[src/rtl/ifetch_buf.sv]
// Sequential instruction fetch into a small FIFO with redirect/flush and request timeout.
// Optional IFETCH_BYPASS_EN: ack data reaches the head combinationally when the FIFO is empty.
module ifetch_buf #(
   parameter int                ADDR_W   = 64,
   parameter int                DEPTH    = 2,
   parameter logic [ADDR_W-1:0] RESET_PC = '0,
   parameter int                MAX_WAIT = 15
) (
   input  logic                       clk,
   input  logic                       reset,
   input  logic                       redirect,
   input  logic [ADDR_W-1:0]          redirect_pc,
   output logic                       mem_req,
   output logic [ADDR_W-1:0]          mem_addr,
   input  logic                       mem_ack,
   input  logic [63:0]                mem_rdata,
   output logic                       instr_valid,
   output logic [31:0]                instr,
   output logic [ADDR_W-1:0]          instr_pc,
   input  logic                       instr_ready,
   output logic                       fetch_err,
   output logic [$clog2(DEPTH+1)-1:0] buf_count
);
   localparam int CW = $clog2(DEPTH+1);
   localparam int PW = $clog2(DEPTH);
   localparam int WW = $clog2(MAX_WAIT+1);
   localparam logic [CW-1:0] DEPTH_C = CW'(DEPTH);
   localparam logic [WW-1:0] WAIT_LAST = WW'(MAX_WAIT-1);

   localparam logic [1:0] ST_RUN  = 2'd0;
   localparam logic [1:0] ST_WAIT = 2'd1;
   localparam logic [1:0] ST_DISC = 2'd2;
   localparam logic [1:0] ST_HALT = 2'd3;

   logic [1:0]                    state;
   logic [ADDR_W-1:0]             fetch_pc;
   logic [WW-1:0]                 wait_cnt;
   logic [DEPTH-1:0][31:0]        fifo_ins;
   logic [DEPTH-1:0][ADDR_W-1:0]  fifo_pc;
   logic [PW-1:0]                 rd_ptr, wr_ptr;
   logic [CW-1:0]                 count, cnt_nxt;
   logic                          head_vld, acc, push, pop, slot_free, timeout, busy;
   logic                          unused_rdata;

   assign unused_rdata = ^mem_rdata[31:0];
   assign head_vld     = (count != '0);
   assign acc          = (state == ST_WAIT) && mem_ack && !redirect;
   assign pop          = head_vld && instr_ready;
   assign timeout      = (wait_cnt >= WAIT_LAST);
   assign busy         = (state == ST_WAIT) || (state == ST_DISC);

`ifdef IFETCH_BYPASS_EN
   logic byp;
   assign byp         = acc && !head_vld;
   assign instr_valid = head_vld || byp;
   assign instr       = byp ? mem_rdata[63:32] : fifo_ins[rd_ptr];
   assign instr_pc    = byp ? mem_addr : fifo_pc[rd_ptr];
   // a bypassed word taken this cycle never occupies a slot
   assign push        = acc && !(byp && instr_ready);
`else
   assign instr_valid = head_vld;
   assign instr       = fifo_ins[rd_ptr];
   assign instr_pc    = fifo_pc[rd_ptr];
   assign push        = acc;
`endif

   always_comb begin
      cnt_nxt   = count + CW'(push) - CW'(pop);
      slot_free = (cnt_nxt < DEPTH_C);
   end

   assign buf_count = count;

   // Fetch control: fetch_pc is always the address of the next (or outstanding) request
   always_ff @(posedge clk or negedge reset) begin
      if (!reset) begin
         state     <= ST_RUN;
         fetch_pc  <= RESET_PC;
         mem_req   <= 1'b0;
         mem_addr  <= RESET_PC;
         wait_cnt  <= '0;
         fetch_err <= 1'b0;
      end else if (redirect) begin
         fetch_pc  <= {redirect_pc[ADDR_W-1:2], 2'b00};
         fetch_err <= 1'b0;
         if (busy && !mem_ack) begin
            // bus request cannot be withdrawn; let it finish, then drop its data
            state <= ST_DISC;
            if (!timeout) wait_cnt <= wait_cnt + WW'(1);
         end else begin
            state    <= ST_WAIT;
            mem_req  <= 1'b1;
            mem_addr <= {redirect_pc[ADDR_W-1:2], 2'b00};
            wait_cnt <= '0;
         end
      end else begin
         case (state)
            ST_RUN: begin
               if (slot_free) begin
                  state    <= ST_WAIT;
                  mem_req  <= 1'b1;
                  mem_addr <= fetch_pc;
                  wait_cnt <= '0;
               end
            end
            ST_WAIT: begin
               if (mem_ack) begin
                  fetch_pc <= fetch_pc + ADDR_W'(4);
                  wait_cnt <= '0;
                  if (slot_free) begin
                     mem_addr <= fetch_pc + ADDR_W'(4);
                  end else begin
                     mem_req <= 1'b0;
                     state   <= ST_RUN;
                  end
               end else if (timeout) begin
                  mem_req   <= 1'b0;
                  fetch_err <= 1'b1;
                  state     <= ST_HALT;
               end else begin
                  wait_cnt <= wait_cnt + WW'(1);
               end
            end
            ST_DISC: begin
               if (mem_ack) begin
                  mem_addr <= fetch_pc;
                  wait_cnt <= '0;
                  state    <= ST_WAIT;
               end else if (timeout) begin
                  mem_req   <= 1'b0;
                  fetch_err <= 1'b1;
                  state     <= ST_HALT;
               end else begin
                  wait_cnt <= wait_cnt + WW'(1);
               end
            end
            default: ;
         endcase
      end
   end

   always_ff @(posedge clk or negedge reset) begin
      if (!reset) begin
         fifo_ins <= '0;
         fifo_pc  <= '0;
         rd_ptr   <= '0;
         wr_ptr   <= '0;
         count    <= '0;
      end else if (redirect) begin
         rd_ptr <= '0;
         wr_ptr <= '0;
         count  <= '0;
      end else begin
         if (push) begin
            fifo_ins[wr_ptr] <= mem_rdata[63:32];
            fifo_pc[wr_ptr]  <= mem_addr;
            wr_ptr           <= wr_ptr + PW'(1);
         end
         if (pop) rd_ptr <= rd_ptr + PW'(1);
         count <= cnt_nxt;
      end
   end
endmodule
[config.mk]
export PLATFORM = sky130hd
export DESIGN_NAME = ifetch_buf
export DESIGN_NICKNAME = d
export VERILOG_FILES = /design/src/rtl/ifetch_buf.sv
export SDC_FILE = /design/constraint.sdc
export NUM_CORES = 1
export LEC_CHECK = 0
export CAP_MARGIN = 10
export CORE_ASPECT_RATIO = 1.1
export CORE_MARGIN = 10
export CORE_UTILIZATION = 53
export DETAILED_ROUTE_END_ITERATION = 10
export PLACE_DENSITY = 0.87
export SETUP_SLACK_MARGIN = 0.15
export SYNTH_ARGS = -nofsm -noshare
export SYNTH_HDL_FRONTEND = slang
export SYNTH_SLANG_ARGS = --single-unit
[constraint.sdc]
create_clock -name clk -period 4.7 [get_ports clk]
set_clock_uncertainty 0.15 [all_clocks]
set_input_delay 1.175 -clock clk [delete_from_list [all_inputs] [get_ports clk]]
set_output_delay 1.175 -clock clk [all_outputs]
set_load 0.1 [all_outputs]
==> impl_metrics.csv <==
group,metric,value,unit
hold_path,hold_class,"reg2reg",
cts,clock_path_buffers,3,
sta,slew_headroom,25.53,%
global_route,grtUsageTotal,23.83,%
sta,rsz0062_at_grt,"no",
synth,yosysSeqAreaShare,49.32,%
critical_path,critPathTopFamily,"buffers and inverters",
drt,via_count,12420,
cts,clk_pin_slew,0.06,ns
synth,netlist_area,16590,µm²
floorplanning,start_util,54.07,%
critical_path,ff2ff_path_depth,15,
floorplanning,die_w,188.7,µm
cells_and_area,final_cell_area,20600,µm²
critical_path,critPathMaxFanout,16,
cts,clockRootBuffer,"clkbuf_16",
placement,dp.cells,2060,
cells_and_area,drive_gt1_share,31.19,%
cts,cts_resized,0,
placement,portBuffers,263,
cts,cts-htree-levels,2,
synth,synth_area_leader_cell,"dfrtp_1",
global_route,overflow,0,
placement,place_congestion,0.9447,
synth,async_flop_share,100.0,%
hold_path,min_path_cells,1,
synth,synth_warnings,0,
synth,synth.area.top_cells,"dfrtp_1, mux2_2, xnor2_1",
cts,cts_buffers,36,
synth,ys_types,62,
cells_and_area,area_delta_synth_final,24.16,%
critical_path,timing.rr.start,"state[1]$_DFFE_PN0P_",
synth,syn_avg_cell_area,11.36,µm²
placement,post-dp-hpwl,33370,µm
critical_path,cp_data_arrival_time,4.05,ns
sta,hold_violations,0,
drt,firstDrtPassIters,5,
cts,clock_latency,0.52,ns
critical_path,path_class,"in2reg",
critical_path,cp-end-kind,"flip-flop",
synth,synth-edff-count,0,
sta,min_period,3.780,ns
drt,finalWirelength,47450,µm
cells_and_area,final_nets,1825,
sta,whs,0.3489,ns
global_route,antenna_found_initial,8,
global_route,grt_pass1_vias,13065,
sta,worst_slew_pin_slew,1.117,ns
critical_path,r2r_slack,1.15,ns
critical_path,cp_num_buf_inv,4,
synth,synth.most_common_cell,"dfrtp_1",
cts,cts_setup_buffers,0,
sta,min_period_over_period,80.42,%
drt,ant_nets,0,
floorplanning,die_h,205.6,µm
floorplanning,num_rows,67,
cells_and_area,n_fill_cell,2277,
drt,wire_per_inst,22.28,µm
global_route,grt_pass1_wl,74330,µm
floorplanning,die-area,38790,µm²
drt,viasPerCell,5.831,
placement,placed_cell_area,19330,µm²
sta,final_max_slew_viol_count,0,
synth,synth.top_cell.area_share,49.32,%
critical_path,cp.required,4.97,ns
flow_run,drv_cap,0,
critical_path,crit_path_start_kind,"input port",
synth,synthTopCellsByCount,"dfrtp_1, mux2_2, nand2_1",
sta,setup_viol,0,
drt,drc,0,
critical_path,cp_slowest_cell,"clkdlybuf4s50_1",
critical_path,path_cells,"clkdlybuf4s50_1, inv_1, nor2_2, nand2_1, ha_1, inv_1, ha_1, xnor3_1, o21ai_1, or3_1, nand2_1, buf_4, o21ai_0, o21ai_0",
floorplanning,ios,298,
global_route,grt_max_degree,99,
cts,hold_buffers,0,
hold_path,holdPathEnd,"fifo_pc[90]$_DFFE_PN0P_",
floorplanning,coreArea,30680,µm²
critical_path,critPathMaxStageDelay,0.49,ns
drt,drt_iter0_drc,925,
cells_and_area,stdcell_count,2130,
synth,synth_top_flop_cell,"dfrtp_1",
cts,cts_tree,"done",
synth,synth_nets,1601,
hold_path,min-delay-start,"fifo_pc[90]$_DFFE_PN0P_",
critical_path,worstReg2RegEnd,"mem_addr[21]$_DFFE_PN0P_",
cts,cts_sinks,327,
sta,fmax,264.6,MHz
synth,synthCells,1460,
sta,fin_tns_setup,0,ns
status,status,"finished, final reports clean",
synth,ys_seq_elements,327,
worst max path at each step:
stage             from                  endpoint  slack [ns]  depth (start not counted)
6_report       mem_ack  mem_addr[21]$_DFFE_PN0P_        0.92                         14
3_5_place_dp   mem_ack  mem_addr[60]$_DFFE_PN0P_        0.42                         13
2_1_floorplan  mem_ack  mem_addr[55]$_DFFE_PN0P_        0.66                         13
5_1_grt        mem_ack  mem_addr[21]$_DFFE_PN0P_        0.66                         14
3_3_place_gp   mem_ack  mem_addr[60]$_DFFE_PN0P_        0.50                         13
4_1_cts        mem_ack  mem_addr[21]$_DFFE_PN0P_        0.93                         14
state kept, by name, indices dropped and copies added, names as in the netlist:
register	flops
fetch_pc	62
wr_ptr	1
mem_addr	63
wait_cnt	4
rd_ptr	1
fifo_pc	126
fetch_err	1
fifo_ins	64
buf_count	2
mem_req	1
state	2
cells in the final DEF (no fill, tap or decap), drive strengths merged, types with 3 or more instances in the layout:
| master | instances |
|---|---|
| nand4 | 41 |
| bufinv | 3 |
| ha | 8 |
| buf | 124 |
| nor4 | 25 |
| o22ai | 6 |
| nand3b | 3 |
| inv | 13 |
| o31ai | 7 |
| clkbuf | 54 |
| or3 | 19 |
| dfrtp | 327 |
| nor2 | 80 |
| xor2 | 32 |
| clkinv | 7 |
| a21oi | 27 |
| and4 | 5 |
| clkdlybuf4s50 | 165 |
| o221ai | 14 |
| diode | 4 |
| o21ai | 72 |
| nor3 | 48 |
| nand2 | 122 |
| a31oi | 9 |
| mux2 | 324 |
| or2 | 3 |
| mux2i | 16 |
| nand3 | 41 |
| and2 | 5 |
| and3 | 5 |
| xnor2 | 84 |
| o21a | 3 |
worst register-to-register path, stage by stage, from the launching register on:
cell,delay (ns)
dfrtp_1,0.40
inv_1,0.09
ha_1,0.17
inv_1,0.23
nor2_2,0.20
nand2_1,0.13
ha_1,0.31
inv_1,0.04
ha_1,0.18
xnor3_1,0.31
o21ai_1,0.14
or3_1,0.39
nand2_1,0.12
buf_4,0.26
o21ai_0,0.12
o21ai_0,0.22
per-stage QoR:
| stage | worst slack, ns | utilization [%] |
|---|---|---|
| 2_1_floorplan | 0.6609 | - |
| 3_3_place_gp | 0.4995 | 62.99 |
| 3_5_place_dp | 0.4240 | 62.99 |
| 4_1_cts | 0.9271 | 67.10 |
| 5_1_grt | 0.6638 | 67.13 |
| 6_report | 0.9201 | 67.13 |
logic make-up after synthesis:
logic type / after synthesis / synth area share (%)
and+or+nand+nor: 403 / 12.39
muxes: 340 / 22.96
DFF: 327 / 49.32
AOI/OAI and AO/OA: 151 / 5.385
xor gates and xnor gates: 117 / 6.260
buffers and inverters: 114 / 3.077
adders and majority gates: 8 / 0.6034
routing by layer:
layer  GRT usage (%)  up-vias  share of wire (%)
met4           7.856        6                2.6
met2           40.06      425                 49
met1           29.82     6253                 41
met3           5.520       83                6.6
met5               0        -              0.084
li1                -     5653                  -
area by class of cell:
type | instances | area (µm²) | share of cell area, %
clock buffers | 54 | 1110 | 5.388
flip-flops and latches | 327 | 8187 | 39.75
clock inverters | 12 | 150.1 | 0.7289
well taps | 414 | 518.0 | 2.515
multi-input cells | 1019 | 7918 | 38.44
repair buffers | 289 | 2663 | 12.93
inverters | 11 | 42.54 | 0.2065
diodes | 4 | 10.01 | 0.04860
Power is left out: the tool's default activity adds up to more than one toggle a clock period on the data nets, which glitch-free logic cannot reach.
